<file path="src/rtl/tinyalu_driver.sv">
// Command initiator for the tinyalu start/done handshake: accepts a command, runs it
// on tinyalu with timeout protection, and returns the result on a response channel.
module tinyalu_driver #(
    parameter int TIMEOUT   = 15,
    parameter int ERR_CNT_W = 8
) (
    input  logic                 clk,
    input  logic                 reset_n,
    input  logic                 cmd_valid,
    output logic                 cmd_ready,
    input  logic [7:0]           cmd_a,
    input  logic [7:0]           cmd_b,
    input  logic [2:0]           cmd_op,
    output logic                 rsp_valid,
    input  logic                 rsp_ready,
    output logic [15:0]          rsp_result,
    output logic                 rsp_err,
    output logic                 alu_start,
    output logic [7:0]           alu_a,
    output logic [7:0]           alu_b,
    output logic [2:0]           alu_op,
    input  logic                 alu_done,
    input  logic [15:0]          alu_result,
    output logic                 busy,
    output logic [ERR_CNT_W-1:0] err_count
);

    typedef enum logic [1:0] {IDLE, ISSUE, RESP} state_t;

    localparam logic [7:0] TMO_LAST = 8'(TIMEOUT - 1);

    state_t                 state_q, state_d;
    logic                   alu_start_q, alu_start_d;
    logic [7:0]             alu_a_q, alu_a_d;
    logic [7:0]             alu_b_q, alu_b_d;
    logic [2:0]             alu_op_q, alu_op_d;
    logic                   rsp_valid_q, rsp_valid_d;
    logic [15:0]            rsp_result_q, rsp_result_d;
    logic                   rsp_err_q, rsp_err_d;
    logic [7:0]             tmo_cnt_q, tmo_cnt_d;
    logic [ERR_CNT_W-1:0]   err_cnt_q, err_cnt_d;

    logic cmd_accept;
    logic cmd_legal;
    logic tmo_hit;

    // cmd_ready is gated by reset_n so it reads low for the whole reset assertion.
    assign cmd_ready  = reset_n && (state_q == IDLE);
    assign busy       = (state_q != IDLE);
    assign cmd_accept = cmd_valid && cmd_ready;
    assign cmd_legal  = (cmd_op != 3'd0) && (cmd_op <= 3'd4);
    assign tmo_hit    = (tmo_cnt_q == TMO_LAST);

    always_ff @(posedge clk or negedge reset_n) begin
        if (!reset_n) begin
            state_q      <= IDLE;
            alu_start_q  <= 1'b0;
            alu_a_q      <= '0;
            alu_b_q      <= '0;
            alu_op_q     <= '0;
            rsp_valid_q  <= 1'b0;
            rsp_result_q <= '0;
            rsp_err_q    <= 1'b0;
            tmo_cnt_q    <= '0;
            err_cnt_q    <= '0;
        end else begin
            state_q      <= state_d;
            alu_start_q  <= alu_start_d;
            alu_a_q      <= alu_a_d;
            alu_b_q      <= alu_b_d;
            alu_op_q     <= alu_op_d;
            rsp_valid_q  <= rsp_valid_d;
            rsp_result_q <= rsp_result_d;
            rsp_err_q    <= rsp_err_d;
            tmo_cnt_q    <= tmo_cnt_d;
            err_cnt_q    <= err_cnt_d;
        end
    end

    always_comb begin
        state_d = state_q;
        case (state_q)
            IDLE:    if (cmd_accept) state_d = cmd_legal ? ISSUE : RESP;
            ISSUE:   if (alu_done || tmo_hit) state_d = RESP;
            RESP:    if (rsp_ready) state_d = IDLE;
            default: state_d = IDLE;
        endcase
    end

    // Done is checked before the timeout so a completion on the last allowed cycle wins.
    always_comb begin
        alu_start_d  = alu_start_q;
        alu_a_d      = alu_a_q;
        alu_b_d      = alu_b_q;
        alu_op_d     = alu_op_q;
        rsp_valid_d  = rsp_valid_q;
        rsp_result_d = rsp_result_q;
        rsp_err_d    = rsp_err_q;
        tmo_cnt_d    = tmo_cnt_q;
        err_cnt_d    = err_cnt_q;
        case (state_q)
            IDLE: begin
                if (cmd_accept) begin
                    if (cmd_legal) begin
                        alu_start_d = 1'b1;
                        alu_a_d     = cmd_a;
                        alu_b_d     = cmd_b;
                        alu_op_d    = cmd_op;
                        tmo_cnt_d   = '0;
                    end else begin
                        rsp_valid_d  = 1'b1;
                        rsp_result_d = '0;
                        rsp_err_d    = (cmd_op != 3'd0);
                    end
                end
            end
            ISSUE: begin
                if (alu_done) begin
                    alu_start_d  = 1'b0;
                    rsp_valid_d  = 1'b1;
                    rsp_result_d = alu_result;
                    rsp_err_d    = 1'b0;
                    tmo_cnt_d    = '0;
                end else if (tmo_hit) begin
                    alu_start_d  = 1'b0;
                    rsp_valid_d  = 1'b1;
                    rsp_result_d = '0;
                    rsp_err_d    = 1'b1;
                    tmo_cnt_d    = '0;
                end else begin
                    tmo_cnt_d = tmo_cnt_q + 8'd1;
                end
            end
            RESP: begin
                if (rsp_ready) begin
                    rsp_valid_d = 1'b0;
                    if (rsp_err_q && (err_cnt_q != '1)) err_cnt_d = err_cnt_q + 1'b1;
                end
            end
            default: ;
        endcase
    end

    assign alu_start  = alu_start_q;
    assign alu_a      = alu_a_q;
    assign alu_b      = alu_b_q;
    assign alu_op     = alu_op_q;
    assign rsp_valid  = rsp_valid_q;
    assign rsp_result = rsp_result_q;
    assign rsp_err    = rsp_err_q;
    assign err_count  = err_cnt_q;

endmodule

</file>
<file path="config.mk">
export PLATFORM = sky130hd
export DESIGN_NAME = tinyalu_driver
export DESIGN_NICKNAME = d
export VERILOG_FILES = /design/src/rtl/tinyalu_driver.sv
export SDC_FILE = /design/constraint.sdc
export NUM_CORES = 1
export LEC_CHECK = 0
export ABC_AREA = 1
export CAP_MARGIN = 40
export CORE_ASPECT_RATIO = 1.5
export CORE_MARGIN = 2
export CORE_UTILIZATION = 50
export CTS_BUF_LIST = sky130_fd_sc_hd__clkbuf_2 sky130_fd_sc_hd__clkbuf_4 sky130_fd_sc_hd__clkbuf_8
export DETAILED_ROUTE_END_ITERATION = 10
export PLACE_DENSITY = 0.87
export SLEW_MARGIN = 20
export SYNTH_ARGS = -nofsm -noshare
export SYNTH_HDL_FRONTEND = slang
export SYNTH_SLANG_ARGS = --single-unit
</file>
<file path="constraint.sdc">
create_clock -name clk -period 3.35 [get_ports clk]
set_clock_uncertainty 0.1 [all_clocks]
set_input_delay 0.5025 -clock clk [delete_from_list [all_inputs] [get_ports clk]]
set_output_delay 0.5025 -clock clk [all_outputs]
set_load 0.01 [all_outputs]
</file>
-- After elaboration in Yosys (flattened, before gate mapping)
Index checks and enable logic that the tools add are counted.
- register bits: 56
- logic and storage cells: 70
- add/sub/neg operators: 2
- magnitude comparators: 1
- equal/unequal tests: 10
- mux-type cells: 30
- reduce and logical (&&, ||, !) cells: 17
- operators with widths (kind ; number):
    $mux 16 ; 4
    $mux 8 ; 4
    $pmux 16 s2 ; 1
    $add 8x1->8 const B ; 2
    $pmux 8 s2 ; 1
    $mux 1 ; 12
    $reduce_and 3->1 ; 4
    $ne 2x2->1 const B ; 5
    $eq 8x4->1 const B ; 1
    $mux 2 ; 4
    $ne 8x8->1 const B ; 1
    $reduce_and 4->1 ; 2
    $pmux 2 s3 ; 1
    $reduce_bool 3->1 ; 2
    $reduce_and 5->1 ; 1
    $logic_and 1x1->1 ; 4
    $pmux 1 s2 ; 2
    $reduce_bool 2->1 ; 2
    $le 3x3->1 const B ; 1
    $ne 3x3->1 const B ; 1
    $pmux 1 s3 ; 1
    $eq 2x1->1 const B ; 1
    $eq 2x2->1 const B ; 1
    $logic_not 2->1 ; 1
    $logic_or 1x1->1 ; 1

-- Depth between registers and ports, before layout
- depth after elaboration: 5
- gate-level depth with buffers: 10

-- Worst setup path before layout
OpenSTA, ideal clock, no wires.
- kind: input port to flip-flop
- start: input cmd_op[2]
- end: register alu_a_q[1], in the netlist alu_a[1]
- data arrival time: 1605 ps
- required time: 3133 ps
- path slack: 1528 ps
- stages: 10
- path through: inv_1 -> ha_1 -> nor2_1 -> nor2_1 -> nand2_4 -> nor2_8 -> inv_2 -> buf_6 -> nand2_1 -> nand2_1
- word-level cells in the longest chain between the ends: 3
- elaborated cells between the ends (all ways): 4
- classes of those cells: order compare: 1; reduce/logical: 3
- ends and longest elaborated chain (item ; line ; RTL):
    from (decl) ; 13 ; input logic [2:0] cmd_op,
    $le 3x3->1 / $reduce_bool 3->1 (equally long branches) ; 51 ; assign cmd_legal = (cmd_op != 3'd0) && (cmd_op <= 3'd4);
    $logic_and 1x1->1 (*) ; 51 ;
    $reduce_and 3->1 (no source line) (*) ; n/a ;
    to (signal assigned) ; 69 ; alu_a_q <= alu_a_d;
    to (decl) ; 34 ; logic [7:0] alu_a_q, alu_a_d;
Every way passes the cells marked *; elsewhere a longest branch is shown, timed or not.
A chain may end at the register's enable or synchronous reset.

-- Worst setup path after layout
- start: input cmd_op[0]
- end: register alu_a_q[3], in the netlist alu_a[3]
The elaborated chain is that of the path after synthesis.

==> metrics.yaml <==
status: "complete, no violations"
cp_data_required_time_ns: 3.45
n_antenna_cell: 0
grt_pass1_vias: 2397
holdBufCountCts: 0
multiInputGateArea_mm2: 0.00101
powerDensity_mw_per_mm2: 750
cp_slowest_cell: "clkdlybuf4s50_1"
io-pin-count: 88
grt_pass1_wl_um: 10700
clock_latency_ns: 0.31
crit_path_end_kind: "register"
peakVddDrop_uv: 620
postSynthCellCount: 303
numPortBuffers: 87
die_w_um: 62.3
seq_area_mm2: 0.00140
ys_types: 25
rsz0062_at_grt: "no"
period_share: 0.729
cts_inserted_buffers: 5
use_met1: 0.245
seq_area_frac_synth: 0.549
hp-class: "input port to asynchronous set/reset pin"
clk_path_buf_depth: 2
rrSetupSlack_ns: 1.14
synth-seq-cells: 56
path_common_cell: "nor2_1"
num_rows: 31
crit_arrival_ns: 2.54
gp_congestion: 0.847
ctsResizeCount: 0
avgSynthCellArea_um2: 8.42
grt_max_degree: 57
gr-total-overflow: 0
hold_viol: 0
setup-violations-final: 0
crit_path_max_incr_delay_ns: 0.50
place_ws_ns: 0.632
postLayoutCoreUtil: 0.727
cts_root_buf: "clkbuf_8"
max_freq_mhz: 410
dp_hpwl_um: 4500
crit_buf_inv: 2
vias: 2283
vias_per_cell: 5.00
drive_above_1_share: 0.0486
nets: 434
crit_fanout: 22
yosysWarnings: 0
die-area_mm2: 0.00570
drtAntennaViolNets: 0
fill_cells: 389
post_cts_buffers: 0
die_h_um: 91.5
first_pass_iters: 4
max_cap_violations: 0
slew_viol_final: 0
syn_area_mm2: 0.00255
synth_fp_nets: 347
cts-htree-levels: 2
startpoint_type: "input port"
fin_ws_ns: 0.908
p_leak_uw: 0.00176
gr-usage-met2: 0.471
path_cells: "clkdlybuf4s50_1 > nor2_1 > ha_1 > nor2_1 > nor2_1 > nand2_4 > nor2_8 > inv_2 > nand2_1 > nand2_1"
antenna_found_initial: 0
start_util: 0.522
drtIter0Drc: 101
tns_ns: 0
mostFrequentLayoutCells: "130 x nand2_1, 86 x clkdlybuf4s50_1, 56 x dfrtp_1"
cpLargestDelayFamily: "simple AND/OR/NAND/NOR gates"
maxSlewHeadroom: 0.492
clk_pin_slew_worst_paths_ns: 0.10
drcViolationCount: 0
grt_use_met3: 0.0384
grt.busiest_layer: "met2"
cts_tree: "yes"
fin_crit_ns: 2.44
area_delta_synth_final_pct: 39.2
grt_usage: 0.242
wl_per_cell_um: 14.1
finalWirelength_um: 6440
crit_type: "input port to register"
core_area_mm2: 0.00489
tightest_slew_ns: 0.761
whs_ns: 0.230
mostFrequentLayoutCell: "nand2_1"
clkSinkCount: 56
## sequential cells by signal, indices dropped and copies added, names as in the netlist, 2 cells and up
register,cells
rsp_result,16
state_q,2
alu_a,8
alu_b,8
err_count,8
alu_op,3
tmo_cnt_q,8
## metrics by stage
stage,cells,area [um^2],power (uW)
CTS,457,3550,2680
global route,457,3550,2840
detailed placement,449,3450,2260
global placement,449,3450,2220
finish,457,3550,2660
floorplan,303,2550,1690
## report_power, final
| part | internal, uW | switching [uW] |
|---|---|---|
| Sequential | 896 | 155 |
| Combinational | 564 | 656 |
| Clock | 177 | 215 |
## layout make-up
type                            instances  share of cell area
Sequential cell                        56               0.395
Clock inverter                          1             0.00211
Clock buffer                            7              0.0254
Tap cell                               66              0.0232
Multi-Input combinational cell        217               0.285
Inverter                               21              0.0222
Timing Repair Buffer                   89               0.248
## worst reg2reg max path, delay by kind of cell, from the launching register on
| kind | cells | cell delay, ns |
|---|---|---|
| and+or+nand+nor | 4 | 1.02 |
| AOI/OAI and AO/OA | 1 | 0.30 |
| DFF | 1 | 0.45 |
| adders and majority gates | 1 | 0.14 |
| buffers and inverters | 1 | 0.09 |
## cell usage after synthesis
| cell | instances | share of area |
|---|---|---|
| nand3_1 | 28 | 0.055 |
| a21oi_4 | 1 | 0.0064 |
| buf_6 | 2 | 0.0088 |
| nand2_4 | 1 | 0.0044 |
| nor3_1 | 3 | 0.0059 |
| ha_1 | 4 | 0.020 |
| o21ai_1 | 2 | 0.0039 |
| o21bai_1 | 1 | 0.0029 |
| buf_2 | 3 | 0.0059 |
| o21ai_2 | 3 | 0.010 |
| o21ai_0 | 8 | 0.016 |
| inv_1 | 19 | 0.028 |
| buf_4 | 2 | 0.0059 |
| xnor2_1 | 4 | 0.014 |
| nor2_1 | 21 | 0.031 |
| xor2_1 | 4 | 0.014 |
| nand4_1 | 2 | 0.0049 |
| nand2_1 | 130 | 0.19 |
| nand3b_1 | 1 | 0.0029 |
| clkbuf_1 | 2 | 0.0029 |
| o211ai_1 | 1 | 0.0029 |
| a21oi_1 | 2 | 0.0039 |
| nor2_8 | 1 | 0.0078 |
| dfrtp_1 | 56 | 0.55 |
| inv_2 | 2 | 0.0029 |
## path summary, 6_finish.rpt
check | endpoint | start | depth (start not counted)
setup / recovery | alu_a[3] | cmd_op[0] | 10
hold / removal | state_q[0] | reset_n | 2
setup reg to reg | rsp_result[7] | tmo_cnt_q[0] | 7
hold reg to reg | alu_a[4] | alu_a[4] | 2
max in group asynchronous | rsp_result[0] | reset_n | 2
min in group clk | alu_a[4] | alu_a[4] | 2
## kinds of logic after synthesis
| logic type | count (synthesis) | share of synthesized area |
|---|---|---|
| and+or+nand+nor | 187 | 0.303 |
| DFF | 56 | 0.549 |
| buffers and inverters | 30 | 0.0544 |
| AOI/OAI and AO/OA | 18 | 0.0461 |
| xor gates and xnor gates | 8 | 0.0275 |
| adders and majority gates | 4 | 0.0196 |
## per-layer routing
| layer | vias to the layer above | part of all wire |
|---|---|---|
| met3 | 23 | 0.033 |
| met5 | - | 0 |
| li1 | 1123 | - |
| met2 | 61 | 0.55 |
| met1 | 1076 | 0.37 |
| met4 | 0 | 0.039 |
Power figures use the tool's default switching activity.
